--- config.mk ---
export PLATFORM = sky130hd
export DESIGN_NAME = axi4_stream_pkt_rr_arbiter
export DESIGN_NICKNAME = d
export VERILOG_FILES = /design/src/rtl/axi4_stream_pkt_rr_arbiter.sv
export SDC_FILE = /design/constraint.sdc
export NUM_CORES = 1
export LEC_CHECK = 0
export CORE_MARGIN = 8
export CORE_UTILIZATION = 27
export CTS_BUF_LIST = sky130_fd_sc_hd__clkbuf_8
export DETAILED_ROUTE_END_ITERATION = 10
export PLACE_DENSITY = 0.82
export SYNTH_ARGS = -nofsm -noshare
export SYNTH_HDL_FRONTEND = slang
export SYNTH_SLANG_ARGS = --single-unit
--- constraint.sdc ---
create_clock -name clk_i -period 2.1 [get_ports clk_i]
set_clock_uncertainty 0.2 [all_clocks]
set_input_delay 0.42 -clock clk_i [delete_from_list [all_inputs] [get_ports clk_i]]
set_output_delay 0.42 -clock clk_i [all_outputs]
set_load 0.005 [all_outputs]
--- src/rtl/axi4_stream_pkt_rr_arbiter.sv ---
// rtl/axi4_stream_pkt_rr_arbiter.sv - packet-atomic round-robin AXI4-Stream arbiter; optional per-source packet counters under PKT_ARB_STATS_EN
module axi4_stream_pkt_rr_arbiter #(
    parameter int  N_SRC      = 4,
    parameter int  DATA_WIDTH = 16,
    localparam int SRC_W      = $clog2(N_SRC),
    localparam int KEEP_W     = DATA_WIDTH / 8
) (
    input  logic                        clk_i,
    input  logic                        rst_i,
    input  logic [N_SRC-1:0]            src_tvalid_i,
    output logic [N_SRC-1:0]            src_tready_o,
    input  logic [N_SRC*DATA_WIDTH-1:0] src_tdata_i,
    input  logic [N_SRC*KEEP_W-1:0]     src_tkeep_i,
    input  logic [N_SRC*KEEP_W-1:0]     src_tstrb_i,
    input  logic [N_SRC-1:0]            src_tlast_i,
    input  logic [N_SRC-1:0]            src_tuser_i,
    output logic                        pkt_o_tvalid,
    input  logic                        pkt_o_tready,
    output logic [DATA_WIDTH-1:0]       pkt_o_tdata,
    output logic [KEEP_W-1:0]           pkt_o_tkeep,
    output logic [KEEP_W-1:0]           pkt_o_tstrb,
    output logic                        pkt_o_tlast,
    output logic                        pkt_o_tuser,
    output logic [SRC_W-1:0]            pkt_o_tdest,
`ifdef PKT_ARB_STATS_EN
    input  logic                        stat_clr_i,
    output logic [N_SRC*16-1:0]         stat_pkt_cnt_o,
`endif
    output logic                        busy_o
);

    typedef enum logic {
        ST_IDLE = 1'b0,
        ST_BUSY = 1'b1
    } state_t;

    state_t           state;
    logic [SRC_W-1:0] grant;
    logic [SRC_W-1:0] rr_ptr;
    logic [SRC_W-1:0] arb_grant;
    logic             any_req;
    logic             pkt_done;

    assign any_req  = |src_tvalid_i;
    assign pkt_done = pkt_o_tvalid & pkt_o_tready & pkt_o_tlast;
    assign busy_o   = (state == ST_BUSY);

    // Pick the first requester after rr_ptr; scanning backwards lets the nearest one win.
    always_comb begin
        arb_grant = '0;
        for (int i = N_SRC; i >= 1; i--) begin
            if (src_tvalid_i[SRC_W'((int'(rr_ptr) + i) % N_SRC)]) begin
                arb_grant = SRC_W'((int'(rr_ptr) + i) % N_SRC);
            end
        end
    end

    // Grant FSM: one arbitration cycle in IDLE, then hold the grant until the tlast handshake.
    always_ff @(posedge clk_i or posedge rst_i) begin
        if (rst_i) begin
            state  <= ST_IDLE;
            grant  <= '0;
            rr_ptr <= SRC_W'(N_SRC - 1);
        end else begin
            case (state)
                ST_IDLE: begin
                    if (any_req) begin
                        grant <= arb_grant;
                        state <= ST_BUSY;
                    end
                end
                ST_BUSY: begin
                    if (pkt_done) begin
                        rr_ptr <= grant;
                        state  <= ST_IDLE;
                    end
                end
                default: state <= ST_IDLE;
            endcase
        end
    end

    // Pass the granted source straight through while locked; everything is quiet in IDLE.
    always_comb begin
        src_tready_o = '0;
        pkt_o_tvalid = 1'b0;
        pkt_o_tdata  = '0;
        pkt_o_tkeep  = '0;
        pkt_o_tstrb  = '0;
        pkt_o_tlast  = 1'b0;
        pkt_o_tuser  = 1'b0;
        pkt_o_tdest  = '0;
        if (state == ST_BUSY) begin
            pkt_o_tdest = grant;
            for (int k = 0; k < N_SRC; k++) begin
                if (grant == SRC_W'(k)) begin
                    pkt_o_tvalid    = src_tvalid_i[k];
                    src_tready_o[k] = pkt_o_tready;
                    pkt_o_tdata     = src_tdata_i[k*DATA_WIDTH +: DATA_WIDTH];
                    pkt_o_tkeep     = src_tkeep_i[k*KEEP_W +: KEEP_W];
                    pkt_o_tstrb     = src_tstrb_i[k*KEEP_W +: KEEP_W];
                    pkt_o_tlast     = src_tlast_i[k];
                    pkt_o_tuser     = src_tuser_i[k];
                end
            end
        end
    end

`ifdef PKT_ARB_STATS_EN
    logic [15:0] pkt_cnt [N_SRC];

    // Count completed packets per source; a clear in the same cycle overrides the increment.
    always_ff @(posedge clk_i or posedge rst_i) begin
        if (rst_i) begin
            for (int k = 0; k < N_SRC; k++) pkt_cnt[k] <= '0;
        end else if (stat_clr_i) begin
            for (int k = 0; k < N_SRC; k++) pkt_cnt[k] <= '0;
        end else if (pkt_done) begin
            pkt_cnt[grant] <= pkt_cnt[grant] + 16'd1;
        end
    end

    for (genvar g = 0; g < N_SRC; g++) begin : g_stat_out
        assign stat_pkt_cnt_o[g*16 +: 16] = pkt_cnt[g];
    end
`endif

endmodule

==> Word level (Yosys, flattened, before mapping) <==
Cells that the tools add are included.
W data, S select, Z words.
{ "classes": {"add_sub_neg": 4, "order_cmp": 4, "n_eq_ne": 3, "n_mux": 55, "bitwise_logic": 3, "reduce_logical": 4} }
{ "op_table": {"columns": ["op", "n"], "rows": [
  ["$mux W16", 5],
  ["$mux W2", 15],
  ["$mux W1", 29],
  ["$lt A2 B4 Y1 const B", 4],
  ["$bmux W1 S2", 4],
  ["$add A2 B1 Y2 const B", 2],
  ["$add A2 B2 Y2 const B", 2],
  ["$eq A2 B2 Y1 const B", 2],
  ["$mux W4", 1],
  ["$reduce_and A2 Y1", 2],
  ["$reduce_or A4 Y1", 1],
  ["$and A1 B1 Y1", 2],
  ["$eq A2 B1 Y1 const B", 1],
  ["$logic_not A2 Y1", 1],
  ["$pmux W1 S2", 1],
  ["$not A1 Y1", 1]
]} }
{ "word_totals": {"regBits": 5} }

==> Longest topological paths before layout <==
Gate-level depths: netlist of the first run.
{ "depth": {"word_depth": 10, "ltp_mapped": 5, "depth_no_buf": 4} }

==> Worst setup path after synthesis of the first run <==
No wires, ideal clock.
{ "synth_timing": {"kind": "reg-to-output", "start": "reg grant[0]", "end": "out pkt_o_tdata[0]", "arrival_ps": 1373, "required_ps": 1480, "path_slack_ps": 107, "stages_incl_launch_ff": 5, "n_path_buf": 2, "cell_sequence": "dfrtp_1 -> buf_6 -> buf_6 -> mux4_2 -> and2_1"} }
{ "synth_via": {"elab_chain_len": 6, "elab_cells_between_ends": 9} }
{ "synth_lines": {"columns": ["item", "line", "text"], "rows": [
  ["from (decl)", "38", "logic [SRC_W-1:0] grant;"],
  ["from (signal assigned)", "68", "grant <= arb_grant;"],
  ["$logic_not A2 Y1", "96", "if (grant == SRC_W'(k)) begin"],
  ["$mux W16 (3 in series)", "96", null],
  ["$mux W16 *", "96", null],
  ["$mux W16 *", "93", "if (state == ST_BUSY) begin"],
  ["to (decl)", "19", "output logic [DATA_WIDTH-1:0] pkt_o_tdata,"]
]} }
Every way passes the cells marked *; elsewhere a longest branch is shown, timed or not.

==> Worst setup path after layout of the first run <==
{ "layout_timing": {"start": "reg grant[0]", "end": "out pkt_o_tdata[2]"} }
The elaborated chain is that of the path after synthesis.

==> metrics.md, run 1 <==
| Metric | Value |
|---|---|
| YS warnings | `0` |
| R2r endpoint | `rr_ptr[1]` |
| CTS tree | `built` |
| Die area | `6070 µm²` |
| Static Leak | `1.18 nW` |
| Remaining Overflow, GRT | `0` |
| Reg2reg path depth | `10` |
| Diodes inserted | `0` |
| Critical Path RT | `1.48 ns` |
| Pre-CTS worst setup slack | `-0.506 ns` |
| Worst-path clk slew | `0.04 ns` |
| Post-Synthesis Cells | `93` |
| Synth Net Count | `188` |
| Seq. cell area | `131 µm²` |
| Final WS setup | `-0.245 ns` |
| Reg2reg start | `grant[0]` |
| Pwr Total | `0.00302 W` |
| 1st-pass router iterations | `4` |
| Multi-input gate area | `905 µm²` |
| Vias in the first global route | `1563` |
| Sum of buffers and inverters on the critical path | `4` |
| I/O Pins | `125` |
| CP max-delay cell | `mux4_2` |
| Crit-path leading delay family | `buffers and inverters` |
| RSZ-0062 raised after global routing | `yes` |
| Initial Util | `0.283` |
| Async set-reset flop share out of synthesis | `1.00` |
| Pwr Density | `1090 nW/µm²` |
| Largest net degree at the start of global routing | `17` |
| Synthesized area | `1030 µm²` |
| Die Ht | `77.9 µm` |
| Min-Delay Path Class | `in2async` |
| Final setup vio count | `23` |
| Post-synth EDFFs | `0` |
| Wire per inst | `19.0 µm` |
| Drt drc | `0` |
| Hold-fix buffers, CTS | `0` |
| # H-tree levels | `1` |
| Total negative slack | `-3.76 ns` |
| Slew headroom | `0.799` |
| Worst-margin pin slew | `0.298 ns` |
| CTS sink cnt | `5` |
| Worst R2R Setup Slack | `0.01 ns` |
| IO Port Bufs | `124` |
| Synth unique cells | `26` |
| Clock latency on the worst-skew pair | `0.23 ns` |
| Top_reg_cell synth | `dfrtp_1` |
| Final design utilization | `0.755` |
| Seq cells post-synth | `5` |
| Layout cell share with drive strength beyond 1 | `0.455` |
| Outcome | `complete, but fails checks` |
| Root buf cell | `clkbuf_8` |
| Worst-path cell chain | `buf_6, buf_12, buf_6, mux4_2, and2_1, buf_2` |
| Inserted Clock Buffers | `3` |
| Final ANT Viol Nets | `0` |
| Placed Cells | `271` |
| Mapped Avg Cell Area | `11.1 µm²` |
| GRT Resource Usage Total | `0.176` |
| Synth-to-layout area growth | `167%` |
| Critical Path Max Stage Delay | `0.42 ns` |
| Min Tclk post-route | `2.35 ns` |
| Critical path launch point type | `flop` |
| Max-slew violations | `0` |
| Crit Path Category | `reg2out` |
| Die width | `77.9 µm` |
| Final period util | `1.12` |
| Clk buf depth | `2` |
| Filler cells | `264` |
| Max VDD drop | `0.788 mV` |
| Routed WL | `5560 µm` |
| Global-route wire length before repair | `8450 µm` |
| Worst setup EP type | `primary output` |
| F_max | `426 MHz` |
| Post-DP HPWL | `4380 µm` |
| Detailed Route Iter0 Violations | `59` |
| Crit path max fanout | `7` |
| Critical Path AT | `1.73 ns` |
| Max cap viols | `0` |
| Violated checks | `setup timing` |
| Vias per cell | `4.87` |
| Nets | `340` |
| Non-Filler Instances | `292` |
| Seq/Total Area, Yosys | `0.123` |
| Final Hold Viols | `0` |
| Initial antenna violation count | `0` |
| CP dominant cell by count | `buf_6` |
| Routability cong. | `0.821` |
| Vias | `1421` |
| Core Region | `3660 µm²` |
| Cell Rows | `22` |
[registers in the layout (all words and copies together), names as in the netlist]
register / cells
grant: 2
rr_ptr: 2
busy_o: 1
[cells in the mapped netlist, types with 2 or more instances]
cell type	count	area, µm²
dfstp_2	2	52.6
mux4_2	21	473
mux2i_1	2	20.0
o21ai_0	3	15.0
dfrtp_1	3	75.1
inv_1	5	18.8
buf_2	4	20.0
mux2_1	2	22.5
nor3_1	3	15.0
nand2_1	2	7.51
clkbuf_1	3	11.3
and2_1	23	144
nor2_1	6	22.5
buf_6	2	22.5
[placed cells by master, fill, tap and decap left out, types with 3 or more instances in the layout]
| cell | synthesis | final |
|---|---|---|
| buf_4 | 0 | 14 |
| and2_4 | 0 | 16 |
| inv_1 | 5 | 6 |
| o21ai_0 | 3 | 3 |
| and2_1 | 23 | 7 |
| mux4_2 | 21 | 22 |
| buf_12 | 0 | 7 |
| clkdlybuf4s50_1 | 0 | 94 |
| buf_6 | 2 | 25 |
| clkbuf_8 | 0 | 3 |
| buf_2 | 4 | 7 |
| dfrtp_2 | 0 | 3 |
| dlygate4sd2_1 | 0 | 3 |
| nor3_1 | 3 | 3 |
| nor2_1 | 6 | 6 |
[power by group]
part           internal [W]  switching [W]  total (W)
clock network      0.000126      0.0000536   0.000179
registers          0.000159      0.0000788   0.000238
logic               0.00178       0.000829    0.00261
total               0.00206       0.000961    0.00302
[timing repair]
| action | 4_1_cts | 5_1_grt |
|---|---|---|
| gates cloned | 1 | 1 |
| pin swaps | 23 | 6 |
| setup buffers | 15 | 4 |
| endpoints found under the setup margin | 29 | 31 |
| gates resized for setup | 133 | 26 |
[kinds of logic after synthesis]
kind of cell / share of synthesized area
and+or+nand+nor: 0.209
DFF: 0.123
buffers and inverters: 0.0701
AOI/OAI and AO/OA: 0.0738
muxes: 0.524
[area by class of cell]
type,count,area share
inverter,5,0.00679
multi-input combinational,74,0.327
clock inverter,1,0.00136
sequential,5,0.0475
tap,48,0.0217
timing repair buffer,156,0.580
clock buffer,3,0.0149
[per-stage QoR]
step	hold slack, ns	cell area [µm²]
6_report	0.188	2760
5_1_grt	0.213	2760
4_1_cts	0.188	2680
3_5_place_dp	0.432	2450
3_3_place_gp	0.427	2450
2_1_floorplan	-0.00293	1030
[per-layer routing]
metal  track usage  part of all wire  vias to the layer above
li1              -                 -                      664
met1         0.193              0.38                      669
met2         0.316              0.51                       83
met4        0.0389            0.0076                        0
met5             0                 0                        -
met3        0.0611              0.11                        5
[worst max path at each step]
stage                              start             end  slack [ns]  cells past startpoint
after floorplan                 grant[0]  pkt_o_tdata[0]        0.11                      4
after global placement    src_tlast_i[1]     pkt_o_tlast       -0.50                      4
after CTS                       grant[0]  pkt_o_tdata[0]       -0.25                      6
final                           grant[0]  pkt_o_tdata[2]       -0.25                      6
after detailed placement  src_tlast_i[1]     pkt_o_tlast       -0.51                      4
after global routing            grant[0]  pkt_o_tdata[2]       -0.29                      6
No activity file was read; power rests on OpenSTA's default activity.
==> inputs of run 2 (changes only) <==
--- a/config.mk
+++ b/config.mk
@@ -9,7 +9,7 @@
 export CORE_UTILIZATION = 27
 export CTS_BUF_LIST = sky130_fd_sc_hd__clkbuf_8
 export DETAILED_ROUTE_END_ITERATION = 10
-export PLACE_DENSITY = 0.82
+export PLACE_DENSITY_LB_ADDON = 0.25
 export SYNTH_ARGS = -nofsm -noshare
 export SYNTH_HDL_FRONTEND = slang
 export SYNTH_SLANG_ARGS = --single-unit
==> metrics.md, run 2 (synthesized netlist as in run 1, its figures left out) <==
| Metric | Value |
|---|---|
| Commonest non-fill, non-tap cell in the layout | `clkdlybuf4s50_1` |
| Critical Path AT | `1.72 ns (about the same)` |
| GRT Resource Usage Total | `0.177 (+0.00185)` |
| R2r endpoint | `rr_ptr[0]` |
| Pre-CTS worst setup slack | `-0.504 ns (+0.00205 ns)` |
| Critical Path RT | `1.48 ns (about the same)` |
| Vias | `1455 (+2.4%)` |
| IO Port Bufs | `124 (unchanged)` |
| P_int | `0.00186 W (-10%)` |
| Max cap viols | `0 (unchanged)` |
| Worst-path clk slew | `0.03 ns (about the same)` |
| Drt drc | `0 (unchanged)` |
| Crit path max fanout | `5 (-2)` |
| Core Region | `3660 µm² (unchanged)` |
| Part of the power in combinational logic | `0.856 (-0.006)` |
| Vias per cell | `5.02 (+3.1%)` |
| Max VDD drop | `0.721 mV (-8.5%)` |
| Inserted Clock Buffers | `3 (unchanged)` |
| Detailed Route Iter0 Violations | `36 (-39%)` |
| Critical path launch point type | `flop` |
| Nets | `338 (-0.59%)` |
| Reg2reg start | `grant[0]` |
| Die Ht | `77.9 µm (unchanged)` |
| Cell Rows | `22 (unchanged)` |
| Worst-margin pin slew | `0.341 ns (+0.0430 ns)` |
| Reg2reg path depth | `8 (-2)` |
| Post-DP HPWL | `4480 µm (+2.3%)` |
| I/O Pins | `125 (unchanged)` |
| Clock latency on the worst-skew pair | `0.21 ns (-0.02 ns)` |
| Final ANT Viol Nets | `0 (unchanged)` |
| Routability cong. | `0.845 (+2.9%)` |
| Initial Util | `0.283 (unchanged)` |
| Switch Pwr | `0.000890 W (-7.4%)` |
| Slew headroom | `0.770 (-0.0289)` |
| Die width | `77.9 µm (unchanged)` |
| RSZ-0062 raised after global routing | `yes` |
| Pwr Density | `1040 nW/µm² (-4.7%)` |
| Switch share | `0.324 (+0.00610)` |
| Largest net degree at the start of global routing | `18 (+1)` |
| Initial antenna violation count | `0 (unchanged)` |
| # H-tree levels | `1 (unchanged)` |
| F_max | `427 MHz (+0.15%)` |
| Final design utilization | `0.720 (-0.0352)` |
| Layout cell share with drive strength beyond 1 | `0.417 (-0.0376)` |
| Most frequent cells in the layout | `clkdlybuf4s50_1, mux4_2, buf_6, buf_2, buf_4` |
| Sequential power share | `0.083 (+0.004)` |
| Remaining Overflow, GRT | `0 (unchanged)` |
| Final setup vio count | `22 (-4.3%)` |
| Crit Path Category | `reg2out` |
| Final Hold Viols | `0 (unchanged)` |
| Global-route wire length before repair | `8670 µm (+2.5%)` |
| Diodes inserted | `0 (unchanged)` |
| Total negative slack | `-3.43 ns (+0.332 ns)` |
| Violated checks | `setup timing` |
| Clk buf depth | `2 (unchanged)` |
| Final period util | `1.12 (-0.00171)` |
| Die area | `6070 µm² (unchanged)` |
| Vias in the first global route | `1624 (+3.9%)` |
| Min-Delay Path Class | `in2async` |
| 1st-pass router iterations | `6 (+2)` |
| CTS sink cnt | `5 (unchanged)` |
| CTS tree | `built` |
| Static Leak | `1.13 nW (-4.2%)` |
| Wire per inst | `19.7 µm (+3.3%)` |
| Min Tclk post-route | `2.34 ns (-0.00358 ns)` |
| Clock share of power | `0.061 (+0.002)` |
| Synth-to-layout area growth | `155%` |
| Final WS setup | `-0.242 ns (+0.00359 ns)` |
| Root buf cell | `clkbuf_8` |
| Worst R2R Setup Slack | `0.11 ns (+0.10 ns)` |
| Worst setup EP type | `primary output` |
| Outcome | `complete, but fails checks` |
| Routed WL | `5700 µm (+2.6%)` |
| Max-slew violations | `0 (unchanged)` |
==> run 2: cell types whose count changed in the layout (fill, tap and decap cells not counted), moves of 4 or more <==
cell / before / now
and2_4: 16 / 10
and2_1: 7 / 13
buf_2: 7 / 18
buf_6: 25 / 18
clkdlybuf4s50_1: 94 / 88
buf_12: 7 / 3
dlygate4sd2_1: 3 / 8
==> run 2: layout make-up <==
class,count,area [µm²]
multi-input cells,74,867
inverters,5,18.8
flip-flops and latches,5,130
repair buffers,154,1510
clock inverters,1,3.75
well taps,48,60.1
clock buffers,3,41.3
fillers,293,1030
==> run 2: worst max-delay path by stage <==
stage              startpoint        endpoint  slack [ns]  depth (start not counted)
2_1_floorplan        grant[0]  pkt_o_tdata[0]        0.11                          4
3_3_place_gp   src_tlast_i[1]     pkt_o_tlast       -0.48                          4
3_5_place_dp   src_tlast_i[1]     pkt_o_tlast       -0.50                          4
4_1_cts              grant[0]  pkt_o_tdata[3]       -0.25                          6
5_1_grt              grant[0]  pkt_o_tdata[2]       -0.30                          6
6_report             grant[0]  pkt_o_tdata[2]       -0.24                          6
==> run 2: worst max-delay path, cell delays in order (launching register included) <==
cell and delay, ns:
dfrtp_2 0.44, buf_12 0.14, buf_8 0.11, buf_16 0.13, mux4_2 0.42, and2_4 0.15, buf_6 0.10
==> run 2: metrics by stage <==
stage               instances  hold slack [ns]  total power (W)  cell area, µm²
floorplan                  93         -0.00293          0.00117            1030
global placement          272            0.422          0.00222            2440
detailed placement        272            0.441          0.00226            2440
CTS                       292            0.214          0.00268            2600
global route              290            0.254          0.00294            2640
finish                    290            0.220          0.00275            2640
==> run 2: timing repair <==
item                                    in CTS  in global routing
endpoints found under the setup margin      28                 25
gates resized for setup                    141                 19
gates cloned                                 3                  0
hold buffers                                 0                  0
setup buffers                               14                  0
pin swaps                                   23                  2
==> run 2: routing by layer <==
layer / vias up / track usage / share of wire / wire length (µm)
met3: 10 / 0.0380 / 0.061 / 350
met1: 700 / 0.198 / 0.39 / 2240
li1: 664 / - / - / -
met2: 81 / 0.332 / 0.53 / 3010
met5: - / 0 / 0 / 0
met4: 0 / 0.0407 / 0.019 / 106
==> run 2: power groups by stage <==
stage	registers, W	clock network [W]	logic [W]
global placement	0.000220	0	0.00200
global route	0.000237	0.000181	0.00252
finish	0.000228	0.000167	0.00235
CTS	0.000226	0.000179	0.00227
detailed placement	0.000222	0	0.00204
floorplan	0.000188	0	0.000983
==> inputs of run 3 (changes only) <==
--- a/config.mk
+++ b/config.mk
@@ -5,11 +5,13 @@
 export SDC_FILE = /design/constraint.sdc
 export NUM_CORES = 1
 export LEC_CHECK = 0
+export CAP_MARGIN = 5
 export CORE_MARGIN = 8
 export CORE_UTILIZATION = 27
-export CTS_BUF_LIST = sky130_fd_sc_hd__clkbuf_8
+export CTS_BUF_LIST = sky130_fd_sc_hd__clkbuf_4
 export DETAILED_ROUTE_END_ITERATION = 10
 export PLACE_DENSITY_LB_ADDON = 0.25
+export SKIP_CTS_REPAIR_TIMING = 1
 export SYNTH_ARGS = -nofsm -noshare
 export SYNTH_HDL_FRONTEND = slang
 export SYNTH_SLANG_ARGS = --single-unit
==> metrics.md, run 3 (synthesized netlist as in run 1, its figures left out) <==
| Metric | Value |
|---|---|
| Worst setup EP type | `primary output` |
| Initial antenna violation count | `0 (unchanged)` |
| Post-DP HPWL | `4480 µm (unchanged)` |
| Die width | `77.9 µm (unchanged)` |
| Largest net degree at the start of global routing | `19 (+1)` |
| Slew headroom | `0.775 (+0.00413)` |
| Pwr Density | `1030 nW/µm² (-1.6%)` |
| # H-tree levels | `1 (unchanged)` |
| R2r endpoint | `rr_ptr[0]` |
| CP max-delay cell | `mux4_2` |
| Worst-path clk slew | `0.04 ns (about the same)` |
| Inserted Clock Buffers | `3 (unchanged)` |
| Violated checks | `setup timing` |
| Min-Delay Path Class | `in2async` |
| Crit-path leading delay family | `buffers and inverters` |
| Root buf cell | `clkbuf_4` |
| Outcome | `complete, but fails checks` |
| Final setup vio count | `22 (unchanged)` |
| IO Port Bufs | `124 (unchanged)` |
| Most frequent cells in the layout | `clkdlybuf4s50_1, mux4_2, buf_4, clkbuf_2, buf_6` |
| Final WS setup | `-0.355 ns (-0.113 ns)` |
| Routed WL | `5870 µm (+2.9%)` |
| CTS sink cnt | `5 (unchanged)` |
| Final instance area | `2700 µm² (+2.4%)` |
| Synth-to-layout area growth | `161%` |
| Routability cong. | `0.845 (unchanged)` |
| Critical Path Max Stage Delay | `0.49 ns (+0.05 ns)` |
| Worst R2R Setup Slack | `0.14 ns (+0.03 ns)` |
| Cell Rows | `22 (unchanged)` |
| Reg2reg path depth | `5 (-3)` |
| Die Ht | `77.9 µm (unchanged)` |
| Final period util | `1.17 (+0.0540)` |
| Worst-path cell chain | `clkbuf_16, buf_4, buf_4, mux4_2, and2_4, clkbuf_2` |
| Critical Path AT | `1.83 ns (+0.11 ns)` |
| Total negative slack | `-5.11 ns (-1.68 ns)` |
| Critical path endpoint | `pkt_o_tdata[7]` |
| Global-route wire length before repair | `7890 µm (-9.0%)` |
| Critical path launch point type | `flop` |
| Reg2reg start | `grant[0]` |
| Pwr Total | `0.00277 W (+0.75%)` |
| GRT Resource Usage Total | `0.161 (-0.0163)` |
| Vias in the first global route | `1519 (-6.5%)` |
| Final Hold Viols | `0 (unchanged)` |
| Remaining Overflow, GRT | `0 (unchanged)` |
| Crit path max fanout | `5 (unchanged)` |
| Static Leak | `1.21 nW (+7.0%)` |
| Vias | `1476 (+1.4%)` |
| Final design utilization | `0.737 (+0.0171)` |
| Fin Hold WS | `0.178 ns (-0.0420 ns)` |
| Drt drc | `0 (unchanged)` |
| 1st-pass router iterations | `4 (-2)` |
| Vias per cell | `4.95 (-1.3%)` |
| Min Tclk post-route | `2.45 ns (+0.113 ns)` |
| Worst-margin pin slew | `0.335 ns (-0.00614 ns)` |
| Critical Path RT | `1.48 ns (about the same)` |
| Core Region | `3660 µm² (unchanged)` |
| Commonest non-fill, non-tap cell in the layout | `clkdlybuf4s50_1` |
| RSZ-0062 raised after global routing | `yes` |
| Max-slew violations | `0 (unchanged)` |
| CTS tree | `built` |
| Diodes inserted | `0 (unchanged)` |
| Crit Path Category | `reg2out` |
| Post-DP Area | `2440 µm² (unchanged)` |
| CP startpoint | `grant[0]` |
| Detailed Route Iter0 Violations | `41 (+14%)` |
| Final ANT Viol Nets | `0 (unchanged)` |
| Initial Util | `0.283 (unchanged)` |
| Clock latency on the worst-skew pair | `0.24 ns (+0.03 ns)` |
| Max cap viols | `0 (unchanged)` |
| Max VDD drop | `0.696 mV (-3.4%)` |
| Cell depth of the worst setup path | `6 (unchanged)` |
| CP dominant cell by count | `buf_4` |
| Clk buf depth | `2 (unchanged)` |
| Die area | `6070 µm² (unchanged)` |
| Wire per inst | `19.7 µm (+0.15%)` |
| Sum of buffers and inverters on the critical path | `4 (unchanged)` |
| F_max | `407 MHz (-4.6%)` |
| Nets | `346 (+2.4%)` |
| I/O Pins | `125 (unchanged)` |
| Layout cell share with drive strength beyond 1 | `0.432 (+0.0146)` |
-- run 3: worst min-delay path by stage --
| stage | to | slack [ns] |
|---|---|---|
| 2_1_floorplan | busy_o | -0.003 |
| 3_3_place_gp | busy_o | 0.42 |
| 3_5_place_dp | busy_o | 0.44 |
| 4_1_cts | busy_o | 0.18 |
| 5_1_grt | busy_o | 0.21 |
| 6_report | busy_o | 0.18 |
-- run 3: where the power goes --
part | switching (W) | internal [W]
registers | 0.0000811 | 0.000158
logic | 0.000787 | 0.00162
clock network | 0.0000403 | 0.0000848
total | 0.000908 | 0.00186
-- run 3: metrics by stage --
step / instances / worst slack (ns)
3_3_place_gp: 272 / -0.479
4_1_cts: 276 / -0.546
3_5_place_dp: 272 / -0.504
2_1_floorplan: 93 / 0.107
6_report: 298 / -0.355
5_1_grt: 298 / -0.410
-- run 3: area by class of cell --
class | instances | area [µm²]
clock buffers | 4 | 30.0
inverters | 5 | 18.8
multi-input cells | 74 | 868
flip-flops and latches | 5 | 130
well taps | 48 | 60.1
fillers | 273 | 963
repair buffers | 162 | 1590
-- run 3: layer usage --
metal	vias up	routed length, µm	global-route usage
li1	680	-	-
met1	705	2290	0.175
met2	81	3140	0.306
met3	10	339	0.0357
met4	0	99	0.0389
met5	-	0	0
==> edit: new RTL, settings of run 3 <==
Set the parameter `N_SRC` to 8 (it was 4).
--- a/src/rtl/axi4_stream_pkt_rr_arbiter.sv
+++ b/src/rtl/axi4_stream_pkt_rr_arbiter.sv
@@ -1,6 +1,6 @@
 // rtl/axi4_stream_pkt_rr_arbiter.sv - packet-atomic round-robin AXI4-Stream arbiter; optional per-source packet counters under PKT_ARB_STATS_EN
 module axi4_stream_pkt_rr_arbiter #(
-    parameter int  N_SRC      = 4,
+    parameter int  N_SRC      = 8,
     parameter int  DATA_WIDTH = 16,
     localparam int SRC_W      = $clog2(N_SRC),
     localparam int KEEP_W     = DATA_WIDTH / 8
Ports: changed (8 resized); port bits go from 125 to 222. The function was not compared with the original's and may differ.
==> edit against run 3 <==
- the flow still finishes with violations (setup timing)
- clock power grew 3%
- routed wire length rose to 3.1 times the old value
- global-route usage up 6.3 points
- synthesized cell count grew to 4.0 times the old value
- power grew to 3.5 times the old value
- worst setup slack got worse by 340 ps
- count of clock-buffer cells in the layout fell by 1
- final area grew to 2.5 times the old value
- first-iteration DRC count rose to 4.7 times the old value
- die area up 130%
- sequential cell count is 2 higher
- synthesized area grew to 2.7 times the old value
- largest power group unchanged
==> edit: results (changes against run 3) <==
[run_status]
status=complete, but fails checks  ; unchanged
violations=setup timing  ; unchanged

[worst_setup_path]
r2r_slack_ps=-570  ; was 140 ps
crit_fanout=8  ; was 5
r2r_start=rr_ptr[0]  ; was grant[0]

[detailed_routing]
drt_wl_total_mm=18.1  ; was 5.87 mm
met2_length_mm=9.11  ; was 3.14 mm
dr_wl_met3_mm=1.57  ; was 339 um

[finish]
drive_gt1_share_pct=44.2  ; was 43.2%
fin_cells=813  ; was 298
fillers=819  ; was 273

[sta]
fin_ws_ps=-692  ; was -355 ps
fin_setup_tns_ps=-14340  ; was -5110 ps
worst_hold_slack_ps=210  ; was 178 ps
setup_violations=38  ; was 22

[yosys]
synth_fa_ha_area_share_pct=0.907  ; was 0%
netlist-cell-type-count=52  ; was 26
synthMuxAreaShare_pct=26.6  ; was 52.4%
yosysSeqAreaShare_pct=6.49  ; was 12.3%

[grt]
grt_pass1_vias=4514  ; was 1519
grt_pass1_wl_mm=24.0  ; was 7.89 mm
track_usage_pct=22.4  ; was 16.1%

[place]
port_buffers=221  ; was 124
place_congestion=0.955  ; was 0.845
place_inst=773  ; was 272

[power_and_ir_drop]
internal-power_w=0.00516  ; was 0.00186 W
leakage_nw=2.77  ; was 1.21 nW

-- edit: changes by cell type in the layout (fill, tap and decap cells not counted), moves of 12 or more --
cell | before | now
mux4_2 | 22 | 9
buf_6 | 15 | 28
a21boi_2 | 0 | 18
o21ai_0 | 3 | 20
and2_4 | 13 | 1
mux2i_1 | 2 | 16
nand2_1 | 2 | 35
buf_4 | 20 | 77
clkdlybuf4s50_1 | 95 | 187
o22ai_1 | 1 | 16
a221oi_2 | 0 | 28
buf_2 | 3 | 22
o22ai_2 | 1 | 17
mux2_4 | 0 | 14
-- edit: final cells by class --
class	count	area (um^2)	share of cell area [%]
timing repair buffer	343	3340	49.3
multi-input combinational	312	3000	44.3
sequential	7	183	2.70
tap	136	170	2.52
inverter	11	47.5	0.703
clock buffer	3	22.5	0.333
clock inverter	1	5.00	0.0740
